==> src/rtl/fm_feeder.sv <==
// fm_feeder: streams a column-major int8 feature map from BRAM_FM64 into the
// systolic array, one tile of LANES rows at a time, with a per-lane diagonal skew.
module fm_feeder #(
  parameter int LANES = 8,
  parameter int SKEW  = 1
) (
  input  logic               clk,
  input  logic               rst,
  input  logic [15:0]        M,
  input  logic [15:0]        N,
  input  logic               feed_start,
  input  logic               array_ready,
  output logic               feed_finish,
  output logic [15:0]        BRAM_FM64_raddr,
  input  logic [LANES*8-1:0] BRAM_FM64_rddata,
  output logic [LANES*8-1:0] fm_out,
  output logic [LANES-1:0]   fm_valid,
  output logic [LANES-1:0]   fm_last
);
  localparam int LANE_SH   = $clog2(LANES);
  localparam int DRAIN_CYC = (LANES - 1) * SKEW + 2;

  typedef enum logic [4:0] {
    IDLE   = 5'b00001,
    COM    = 5'b00010,
    READ   = 5'b00100,
    DRAIN  = 5'b01000,
    FINISH = 5'b10000
  } state_t;

  state_t             state_r, state_s;
  logic [15:0]        m_r, n_r, tiles_r, tile_r, col_r, raddr_r;
  logic [16:0]        tile_base_r;
  logic [7:0]         drain_cnt_r;
  logic               finish_r;
  logic               stall_s, col_last_s, addr_last_s;
  logic [LANES-1:0]   mask_s;
  logic [LANES*8-1:0] word_s;

  logic               p1_vld_r, p1_last_r, hold_vld_r;
  logic [LANES-1:0]   p1_mask_r;
  logic [LANES*8-1:0] hold_r;
  logic [LANES*8-1:0] s0_data_r;
  logic [LANES-1:0]   s0_vld_r, s0_last_r;

  // Stall detect, scan-position flags, capture source and per-lane row mask.
  always_comb begin
    stall_s     = ((state_r == READ) || (state_r == DRAIN)) && !array_ready;
    col_last_s  = (col_r == n_r - 16'd1);
    addr_last_s = col_last_s && (tile_r == tiles_r - 16'd1);
    word_s      = hold_vld_r ? hold_r : BRAM_FM64_rddata;
    for (int i = 0; i < LANES; i++) begin
      mask_s[i] = (tile_base_r + 17'(i)) < {1'b0, m_r};
    end
  end

  // Next-state logic.
  always_comb begin
    state_s = state_r;
    case (state_r)
      IDLE:    if (feed_start) state_s = COM; else state_s = IDLE;
      COM:     if ((M != 16'd0) && (N != 16'd0)) state_s = READ; else state_s = FINISH;
      READ:    if (array_ready && addr_last_s) state_s = DRAIN; else state_s = READ;
      DRAIN:   if (array_ready && (drain_cnt_r == 8'(DRAIN_CYC - 1))) state_s = FINISH;
               else state_s = DRAIN;
      FINISH:  state_s = IDLE;
      default: state_s = IDLE;
    endcase
  end

  // State register.
  always_ff @(posedge clk) begin
    if (rst) state_r <= IDLE;
    else     state_r <= state_s;
  end

  // Scan counters; raddr = n*T + t is kept by adding T per column.
  always_ff @(posedge clk) begin
    if (rst) begin
      m_r         <= 16'd0;
      n_r         <= 16'd0;
      tiles_r     <= 16'd0;
      tile_r      <= 16'd0;
      col_r       <= 16'd0;
      raddr_r     <= 16'd0;
      tile_base_r <= 17'd0;
      drain_cnt_r <= 8'd0;
      finish_r    <= 1'b0;
    end else begin
      case (state_r)
        IDLE: if (feed_start) finish_r <= 1'b0;
        COM: begin
          m_r         <= M;
          n_r         <= N;
          tiles_r     <= ((M - 16'd1) >> LANE_SH) + 16'd1;
          tile_r      <= 16'd0;
          col_r       <= 16'd0;
          raddr_r     <= 16'd0;
          tile_base_r <= 17'd0;
          drain_cnt_r <= 8'd0;
        end
        READ: if (array_ready) begin
          if (col_last_s) begin
            col_r       <= 16'd0;
            tile_r      <= tile_r + 16'd1;
            raddr_r     <= tile_r + 16'd1;
            tile_base_r <= tile_base_r + 17'(LANES);
          end else begin
            col_r   <= col_r + 16'd1;
            raddr_r <= raddr_r + tiles_r;
          end
        end
        DRAIN:   if (array_ready) drain_cnt_r <= drain_cnt_r + 8'd1;
        FINISH:  finish_r <= 1'b1;
        default: ;
      endcase
    end
  end

  // Address tags and stage-0 capture. The BRAM keeps reading during a stall, so
  // the word belonging to the in-flight address is parked in hold_r on the
  // first stalled cycle and used in place of rddata when the array resumes.
  always_ff @(posedge clk) begin
    if (rst) begin
      p1_vld_r   <= 1'b0;
      p1_last_r  <= 1'b0;
      p1_mask_r  <= '0;
      hold_vld_r <= 1'b0;
      hold_r     <= '0;
      s0_data_r  <= '0;
      s0_vld_r   <= '0;
      s0_last_r  <= '0;
    end else if (!stall_s) begin
      p1_vld_r   <= (state_r == READ);
      p1_last_r  <= col_last_s;
      p1_mask_r  <= mask_s;
      hold_vld_r <= 1'b0;
      for (int i = 0; i < LANES; i++) begin
        s0_vld_r[i]        <= p1_vld_r & p1_mask_r[i];
        s0_last_r[i]       <= p1_vld_r & p1_mask_r[i] & p1_last_r;
        s0_data_r[i*8 +: 8] <= (p1_vld_r & p1_mask_r[i]) ? word_s[i*8 +: 8] : 8'd0;
      end
    end else if (!hold_vld_r) begin
      hold_r     <= BRAM_FM64_rddata;
      hold_vld_r <= 1'b1;
    end
  end

  for (genvar g = 0; g < LANES; g++) begin : g_lane
    localparam int DEPTH = g * SKEW;
    logic [9:0] head_s;
    assign head_s = {s0_last_r[g], s0_vld_r[g], s0_data_r[g*8 +: 8]};
    if (DEPTH == 0) begin : g_direct
      assign {fm_last[g], fm_valid[g], fm_out[g*8 +: 8]} = head_s;
    end else begin : g_skew
      logic [9:0] sr_r [DEPTH];
      // Per-lane delay line, frozen with the rest of the datapath on stall.
      always_ff @(posedge clk) begin
        if (rst) begin
          for (int j = 0; j < DEPTH; j++) sr_r[j] <= 10'd0;
        end else if (!stall_s) begin
          sr_r[0] <= head_s;
          for (int j = 1; j < DEPTH; j++) sr_r[j] <= sr_r[j-1];
        end
      end
      assign {fm_last[g], fm_valid[g], fm_out[g*8 +: 8]} = sr_r[DEPTH-1];
    end
  end

  assign feed_finish     = finish_r;
  assign BRAM_FM64_raddr = raddr_r;
endmodule

==> config.mk <==
export PLATFORM = sky130hd
export DESIGN_NAME = fm_feeder
export DESIGN_NICKNAME = d
export VERILOG_FILES = /design/src/rtl/fm_feeder.sv
export SDC_FILE = /design/constraint.sdc
export NUM_CORES = 1
export LEC_CHECK = 0
export ABC_AREA = 1
export BUFFER_PORTS_ARGS = -buffer_cell sky130_fd_sc_hd__buf_2
export CAP_MARGIN = 20
export CELL_PAD_IN_SITES_DETAIL_PLACEMENT = 1
export CELL_PAD_IN_SITES_GLOBAL_PLACEMENT = 2
export CORE_MARGIN = 1.5
export CORE_UTILIZATION = 40
export DETAILED_ROUTE_END_ITERATION = 10
export PLACE_DENSITY = 0.87
export SYNTH_ARGS = -nofsm -noshare
export SYNTH_HDL_FRONTEND = slang
export SYNTH_SLANG_ARGS = --single-unit
==> constraint.sdc <==
create_clock -name clk -period 26.7 [get_ports clk]
set_clock_uncertainty 0.1 [all_clocks]
set_input_delay 1.335 -clock clk [delete_from_list [all_inputs] [get_ports clk]]
set_output_delay 1.335 -clock clk [all_outputs]
set_load 0.01 [all_outputs]
* Word level (Yosys, flattened, before mapping)
Memory sizes are Yosys's and may differ from the RTL's.
Index checks and enable logic that the tools add are counted.
** Cells by class
- Reduce and logical (&&, ||, !) cells :: 17
- Muxes and demuxes :: 65
- Order comparisons :: 8
- Bitwise operators :: 43
- Equality and inequality tests :: 12
- Add/sub/neg operators :: 16
** Operators with widths (number)
- two-way mux 10 bit :: 28
- < comparator 17 x 16 -> 1 bit :: 8
- two-way mux 16 bit :: 6
- case mux 16 bit (2 select lines) :: 3
- two-way mux 8 bit :: 9
- adder 17 x 3 -> 17 bit (second input constant) :: 4
- two-way mux 64 bit :: 1
- subtractor 16 x 1 -> 16 bit (second input constant) :: 3
- adder 17 x 2 -> 17 bit (second input constant) :: 2
- two-way mux 17 bit :: 2
- case mux 17 bit (2 select lines) :: 1
- adder 16 x 1 -> 16 bit (second input constant) :: 2
- == test 16 bit :: 2
- nonzero test 16 bit :: 2
- bitwise OR 1 bit :: 27
- case mux 5 bit (4 select lines) :: 1
- adder 17 x 1 -> 17 bit (second input constant) :: 1
- adder 17 x 4 -> 17 bit (second input constant) :: 1
- adder 16 bit :: 1
- AND 1 bit :: 16
- case mux 8 bit (2 select lines) :: 1
- adder 13 x 1 -> 14 bit (second input constant) :: 1
- two-way mux 5 bit :: 2
- OR reduction 10 bit :: 1
- 18 further kinds :: 36
** Storage, ports and cells
- Memory bits (writable) :: 280
- Logic and storage cells :: 186
- Memories :: 7
- Input bits :: 100
- Output and inout bits :: 97
- Register bits :: 282
** Memories
- g_lane[7].g_skew.sr_r :: words 7, width 10, rd ports 7, clocked after memory_dff 0, write ports 7, line 156 : logic [9:0] sr_r [DEPTH];
- g_lane[6].g_skew.sr_r :: words 6, width 10, rd ports 6, clocked after memory_dff 0, write ports 6, line 156
- g_lane[5].g_skew.sr_r :: words 5, width 10, rd ports 5, clocked after memory_dff 0, write ports 5, line 156
- g_lane[4].g_skew.sr_r :: words 4, width 10, rd ports 4, clocked after memory_dff 0, write ports 4, line 156
- g_lane[3].g_skew.sr_r :: words 3, width 10, rd ports 3, clocked after memory_dff 0, write ports 3, line 156
- g_lane[2].g_skew.sr_r :: words 2, width 10, rd ports 2, clocked after memory_dff 0, write ports 2, line 156
- 1 more memories

* Longest topological paths before layout
Gate-level depths: netlist (run 1).
- Depth after elaboration :: 8
- Mapped depth :: 18

* Worst setup path before layout (run 1)
Ideal clock, no wire load.
- Path type :: input port to flip-flop
- From :: in array_ready
- To :: mem g_lane[1].g_skew.sr_r[0][0] (enable)
- Arrival :: 9.390 ns
- Setup time :: 0.754 ns
- Slack :: 16.456 ns
- Stages on the path :: 5
- Cell sequence :: inv_1 -> nand2_1 -> nor2_1 -> inv_2 -> clkbuf_1
** Between the ends
- Longest elaborated chain between the ends :: 7
** Ends and longest elaborated chain
- start, declared :: line 12 : input logic array_ready,
- logical NOT 1 bit * :: line 48 : stall_s = ((state_r == READ) || (state_r == DRAIN)) && !array_ready;
- logical AND 1 bit * :: line 48
- two-way mux 1 bit * :: line 161 : end else if (!stall_s) begin
- two-way mux 1 bit * :: line 159 : if (rst) begin
- two-way mux 1 bit (not written as such) * :: line 162 : sr_r[0] <= head_s;
- OR reduction 10 bit (no line)
- two-way mux 1 bit (no line) *
- end, declared :: line 156
Mark *: on every way between the ends. The rest lies on a longest branch, timed or not.

* Worst setup path in the final report (run 1)
- From :: reg state_r[1]
- To :: reg s0_data_r[46]
** Between the ends
- Longest elaborated chain between the ends :: 3
- Elaborated cells on any way between the ends :: 4
- Classes of those cells :: eq/ne (2); reduce/logical (2)
** Ends and longest elaborated chain
- start, declared :: line 31 : state_t state_r, state_s;
- start signal, assigned :: line 74 : else state_r <= state_s;
- == test 5 x 3 -> 1 bit / == test 5 x 4 -> 1 bit (equally long branches) :: line 48
- logical OR 1 bit * :: line 48
- logical AND 1 bit * :: line 48
- end signal, assigned by index :: line 141 : s0_data_r[i*8 +: 8] <= (p1_vld_r & p1_mask_r[i]) ? word_s[i*8 +: 8] : 8'd0;
- end, declared :: line 43 : logic [LANES*8-1:0] s0_data_r;
Marks and branches as above.
A chain may end at the register's enable or synchronous reset.

==> flow_metrics.tcl, run 1 <==
set metrics [dict create \
    crit_top_cell "nand2_1" \
    hold_buffers 0 \
    antenna_cells 0 \
    core_um2 63430 \
    yosysUniqueCellTypes 44 \
    cts.path.max_buffers 3 \
    yosys.area.top_type "edfxtp_1" \
    fin_cells 4043 \
    fmax_mhz 222.0 \
    endpoint_kind "flop" \
    synth_cells 3055 \
    yosys_warnings 0 \
    tritoncts "yes" \
    yosys_register_bits 557 \
    cap_violations 0 \
    hold_violations 0 \
    grt_overflow_total 0 \
    drtPass1Iterations 4 \
    htreeDepth 3 \
    cts_root_buffer "clkbuf_16" \
    finalCriticalPeriod_ns 4.504 \
    dieArea_um2 66050 \
    wl_per_cell_um 16.60 \
    cts_sinks 557 \
    worst-path-max-fanout 177 \
    antenna_found_initial 11 \
    grt_pass1_vias 21070 \
    start_util_pct 40.69 \
    setup_viol 0 \
    cp_data_arrival_time_ns 4.89 \
    power.density_nw_per_um2 66.13 \
    die_h_um 257 \
    dp.cells 3922 \
    insertion_delay_ns 0.61 \
    synth_area_um2 25810 \
    synth_edf_count 280 \
    dp_hpwl_um 46650 \
    cts_buffers 66 \
    fin_crit_sh_pct 16.87 \
    area_growth_syn_to_layout_pct 13.64 \
    relSlewSlack_pct 27.80 \
    post_synth.cell_area_avg_um2 8.447 \
    slowest_stage "nor2_2" \
    post_cts_resized 0 \
    synth_top_cell_area_share_pct 32.58 \
    final_max_slew_viol_count 0 \
    fin_setup_tns_ns 0 \
    worst_pin_slew_ns 1.083 \
    layout.nets 3309 \
    nFillCells 7484 \
    drive_above_1_share_pct 10.82 \
    portBuffers 196 \
    rows 92 \
    startpoint_type "flop" \
    ys_seq_area_share_pct 54.07 \
    hp-class "reg2reg" \
    grt_max_degree 178 \
    critPathMaxStageDelay_ns 0.84 \
    rrSetupSlack_ns 22.20 \
    rsz0062_at_grt "no" \
    ios 197 \
    whs_ns 0.3538 \
    crit_required_ns 27.09 \
    synth_ff_type "edfxtp_1" \
    postCtsSetupBuffers 0 \
    mappedNetlistNets 3218 \
    status "completed" \
    wl_um 67130 \
    drcViolationCount 0 \
    gp_congestion 0.8413 \
    criticalPathCategory "reg2reg" \
    grt_pass1_wl_um 108500 \
    synthTopCellsByArea "edfxtp_1, dfxtp_1, inv_1, nor2_1, nand2_1" \
    fp.dieW_um 257 \
    postRouteAntennaNets 0 \
    max-vdd-ir-drop_mv 0.04129 \
    path_clk_slew_ns 0.06 \
    synthArstFlopShare_pct 0 \
    num_vias 20020 \
    avgViaCountPerCell 4.953 \
    initialDrtViolationCount 1336 \
    gr-usage-all-layers_pct 20.25 \
    power_leakage_uw 0.01214 \
    cp_cell_sequence "nor2_1, nand4_1, nand2_1, nand2_1, nor2_2, inv_8, buf_12, o22ai_1" \
]
## layer usage
layer	vias up	GRT usage, %	share of wire, %
li1	9991	-	-
met3	120	4.216	4.6
met2	293	34.61	48
met5	-	0	0.22
met1	9597	25.42	45
met4	22	6.699	2.4
## cell usage after synthesis, types with 47 or more instances
library cell,instances
buf_4,51
inv_1,537
o21ai_0,161
nor2_1,457
o22ai_1,128
nand4_1,47
edfxtp_1,280
nand2_1,447
a21oi_1,135
nand3_1,164
clkbuf_1,112
dfxtp_1,277
ha_1,62
## registers in the layout (all words and copies together) (netlist names), 14 cells and up
register / count
tile_r: 16
BRAM_FM64_raddr: 16
tiles_r: 14
n_r: 16
g_lane.g_skew.sr_r: 280
tile_base_r: 14
s0_data_r: 64
m_r: 16
hold_r: 64
col_r: 16
## area by class of cell
class / instances / area, um2 / area share, %
Tap cell: 846 / 1059 / 3.609
Timing Repair Buffer: 209 / 1131 / 3.857
Clock buffer: 89 / 1871 / 6.378
Inverter: 542 / 2042 / 6.963
Multi-Input combinational cell: 1770 / 8907 / 30.37
Sequential cell: 557 / 13960 / 47.59
Clock inverter: 30 / 360.3 / 1.229
## power by group
group	total (uW)	internal, uW	leakage (uW)	switching, uW
Sequential	904	898	0.00569	6.47
Clock	916	546	0.00109	370
Combinational	119	37.9	0.00536	81.1
Total	1940	1480	0.0121	458
## stage by stage
step | util [%] | total power (uW) | setup WS (ns) | instance area, um2
3_3_place_gp | 42.63 | 1036 | 22.28 | 27040
4_1_cts | 46.15 | 1962 | 22.35 | 29270
5_1_grt | 46.24 | 2009 | 21.88 | 29330
2_1_floorplan | - | 1002 | 16.46 | 25810
3_5_place_dp | 42.63 | 1040 | 22.14 | 27040
6_report | 46.24 | 1939 | 22.20 | 29330
## cells in the final DEF, fill, tap and decap left out, types with 62 or more instances in the layout
master	Yosys	routed
nand2_1	447	446
nand3_1	164	164
ha_1	62	62
nor2_1	457	456
o22ai_1	128	128
dfxtp_1	277	276
o21ai_0	161	161
buf_2	5	196
clkbuf_16	0	68
inv_1	537	537
edfxtp_1	280	280
a21oi_1	135	135
## cell families (layout without fill, tap and decap cells)
group                      after synthesis  in the layout  share of synthesized area (%)
and+or+nand+nor                       1199           1199                          19.79
buffers and inverters                  728            870                          11.47
DFF                                    557            557                          54.07
AOI/OAI and AO/OA                      445            445                          9.445
adders and majority gates               63             63                          3.084
xor gates and xnor gates                63             63                          2.138
## final timing paths
check,from,to,cells after the start
setup reg to reg,state_r[1],s0_data_r[46],8
hold / removal,s0_data_r[2],s0_data_r[2],2
setup / recovery,state_r[1],s0_data_r[46],8
hold reg to reg,s0_data_r[2],s0_data_r[2],2
## worst max-delay path: cells and delay by family (launching register included)
family	cells	cell delay, ns
AND/OR/NAND/NOR	5	2.29
buffers and inverters	2	0.97
flip-flops	1	0.32
AO/OA/AOI/OAI	1	0.34
Note: power is estimated with default switching activity, not from simulation.
==> inputs of run 2 (changes only) <==
Settings changed: CORE_UTILIZATION 40 to 33, PLACE_DENSITY 0.87 to 0.76.
Clock period 26.7 ns to 3.7 ns, I/O delays scaled along.
==> flow_metrics.tcl, run 2 (same netlist as run 1, synthesis figures left out) <==
set metrics [dict create \
    status "completed" \
    worst_pin_slew_ns 1.005 \
    hold_violations 0 \
    final_cell_mix "inv_1, nor2_1, nand2_1" \
    rrSetupSlack_ns 0.81 \
    rsz0062_at_grt "no" \
    crit_required_ns 4.13 \
    rows 102 \
    top_regs "g_lane.g_skew.sr_r x280, hold_r x64, s0_data_r x64" \
    cts_buffers 67 \
    dp_hpwl_um 48710 \
    grt_pass1_wl_um 112300 \
    fp.dieW_um 282.6 \
    hp-class "in2reg" \
    fin_crit_sh_pct 78.14 \
    post_cts_resized 0 \
    tritoncts "yes" \
    worst-path-max-fanout 18 \
    setup_ws_ns 0.8087 \
    grt_pass1_vias 21190 \
    relSlewSlack_pct 33.00 \
    largest_reg_flops 280 \
    power.density_nw_per_um2 460.5 \
    fmax_mhz 345.9 \
    wl_um 69780 \
    drive_above_1_share_pct 11.02 \
    fin_setup_tns_ns 0 \
    drtPass1Iterations 5 \
    layout.nets 3424 \
    setup_viol 0 \
    drcViolationCount 0 \
    start_util_pct 33.31 \
    cts_sinks 557 \
    path_clk_slew_ns 0.06 \
    cts_root_buffer "clkbuf_16" \
    grt_overflow_total 0 \
    initialDrtViolationCount 981 \
    hold_depth 3 \
    gp_congestion 0.8509 \
    antenna_found_initial 7 \
    wl_per_cell_um 16.02 \
    gr-usage-all-layers_pct 17.57 \
    cts.path.max_buffers 3 \
    grt_max_degree 119 \
    final_max_slew_viol_count 0 \
    postLayoutCoreUtil_pct 39.75 \
    cap_violations 0 \
    avgViaCountPerCell 4.702 \
    num_vias 20480 \
    dp.cells 4133 \
    htreeDepth 3 \
    dp_slack_ns 0.8758 \
    insertion_delay_ns 0.62 \
    max-vdd-ir-drop_mv 0.2568 \
    dieArea_um2 79890 \
    final_common_cell "inv_1" \
    endpoint_kind "flop" \
    ff2ff_path_depth 16 \
    ios 197 \
    portBuffers 196 \
    die_h_um 282.6 \
    criticalPathCategory "reg2reg" \
    power_leakage_uw 0.01267 \
    core_um2 77470 \
    area_growth_syn_to_layout_pct 19.33 \
    cp_data_arrival_time_ns 3.33 \
    top_register "g_lane.g_skew.sr_r" \
    postCtsSetupBuffers 0 \
    finalCriticalPeriod_ns 2.891 \
    startpoint_type "flop" \
    postRouteAntennaNets 0 \
    fin_cells 4356 \
]
-- run 2: cell count changes in the layout (fill, tap and decap cells not counted), moves of 2 or more --
| cell | change |
|---|---|
| clkinvlp_4 | +2 |
| diode_2 | +4 |
| dlygate4sd3_1 | +99 |
| clkinv_1 | -5 |
| clkbuf_8 | +4 |
| clkbuf_1 | +2 |
| clkinv_2 | -3 |
| buf_12 | +8 |
| buf_4 | +8 |
-- run 2: critical path, stage by stage (launching register included) --
cell     delay, ns
dfxtp_1       0.31
inv_1         0.20
ha_1          0.28
inv_1         0.08
nor2_1        0.09
nand2_1       0.07
nor2_2        0.13
nand3_1       0.08
nand2_1       0.08
nand2_1       0.06
nor2_1        0.16
nand3_1       0.15
nor2_4        0.51
nand3_1       0.23
nand3_1       0.15
nand2_1       0.06
inv_1         0.07
-- run 2: final timing paths --
kind / from / to
hold / removal: feed_start / state_r[0]
setup reg to reg: n_r[0] / BRAM_FM64_raddr[4]
setup / recovery: n_r[0] / BRAM_FM64_raddr[4]
hold reg to reg: p1_mask_r[3] / p1_mask_r[3]
-- run 2: metal layers --
layer / global-route usage [%] / share of wire (%) / up-vias / wire length, um
met5: 0 / 0.057 / - / 40
met4: 5.293 / 2.2 / 6 / 1567
met3: 3.163 / 4.0 / 113 / 2814
met2: 29.61 / 48 / 266 / 33200
met1: 22.86 / 46 / 9855 / 32160
li1: - / - / 10240 / -
-- run 2: metrics by stage --
step,total power (uW),hold slack (ns),cell area [um2]
detailed placement,7524,0.3378,27530
global placement,7500,0.3325,27500
global route,14740,0.2461,30790
floorplan,7228,0.1853,25810
finish,14180,0.2428,30790
CTS,14410,0.2199,30780
-- run 2: where the power goes --
part / internal [uW] / switching, uW
sequential: 6480 / 47.4
clock: 4000 / 2710
combinational: 345 / 600
-- run 2: area by class of cell --
class | count | area, um2
fill | 9177 | 46670
tap | 1040 | 1301
inverter | 542 | 2042
antenna | 4 | 10.01
timing repair buffer | 323 | 2315
clock buffer | 96 | 1958
multi-input combinational | 1770 | 8907
sequential | 557 | 13960
clock inverter | 24 | 302.8
-- run 2: repair_timing --
item,4_1_cts,5_1_grt
hold endpoints to repair,175,0
hold buffers,99,0
endpoints found under the setup margin,0,0
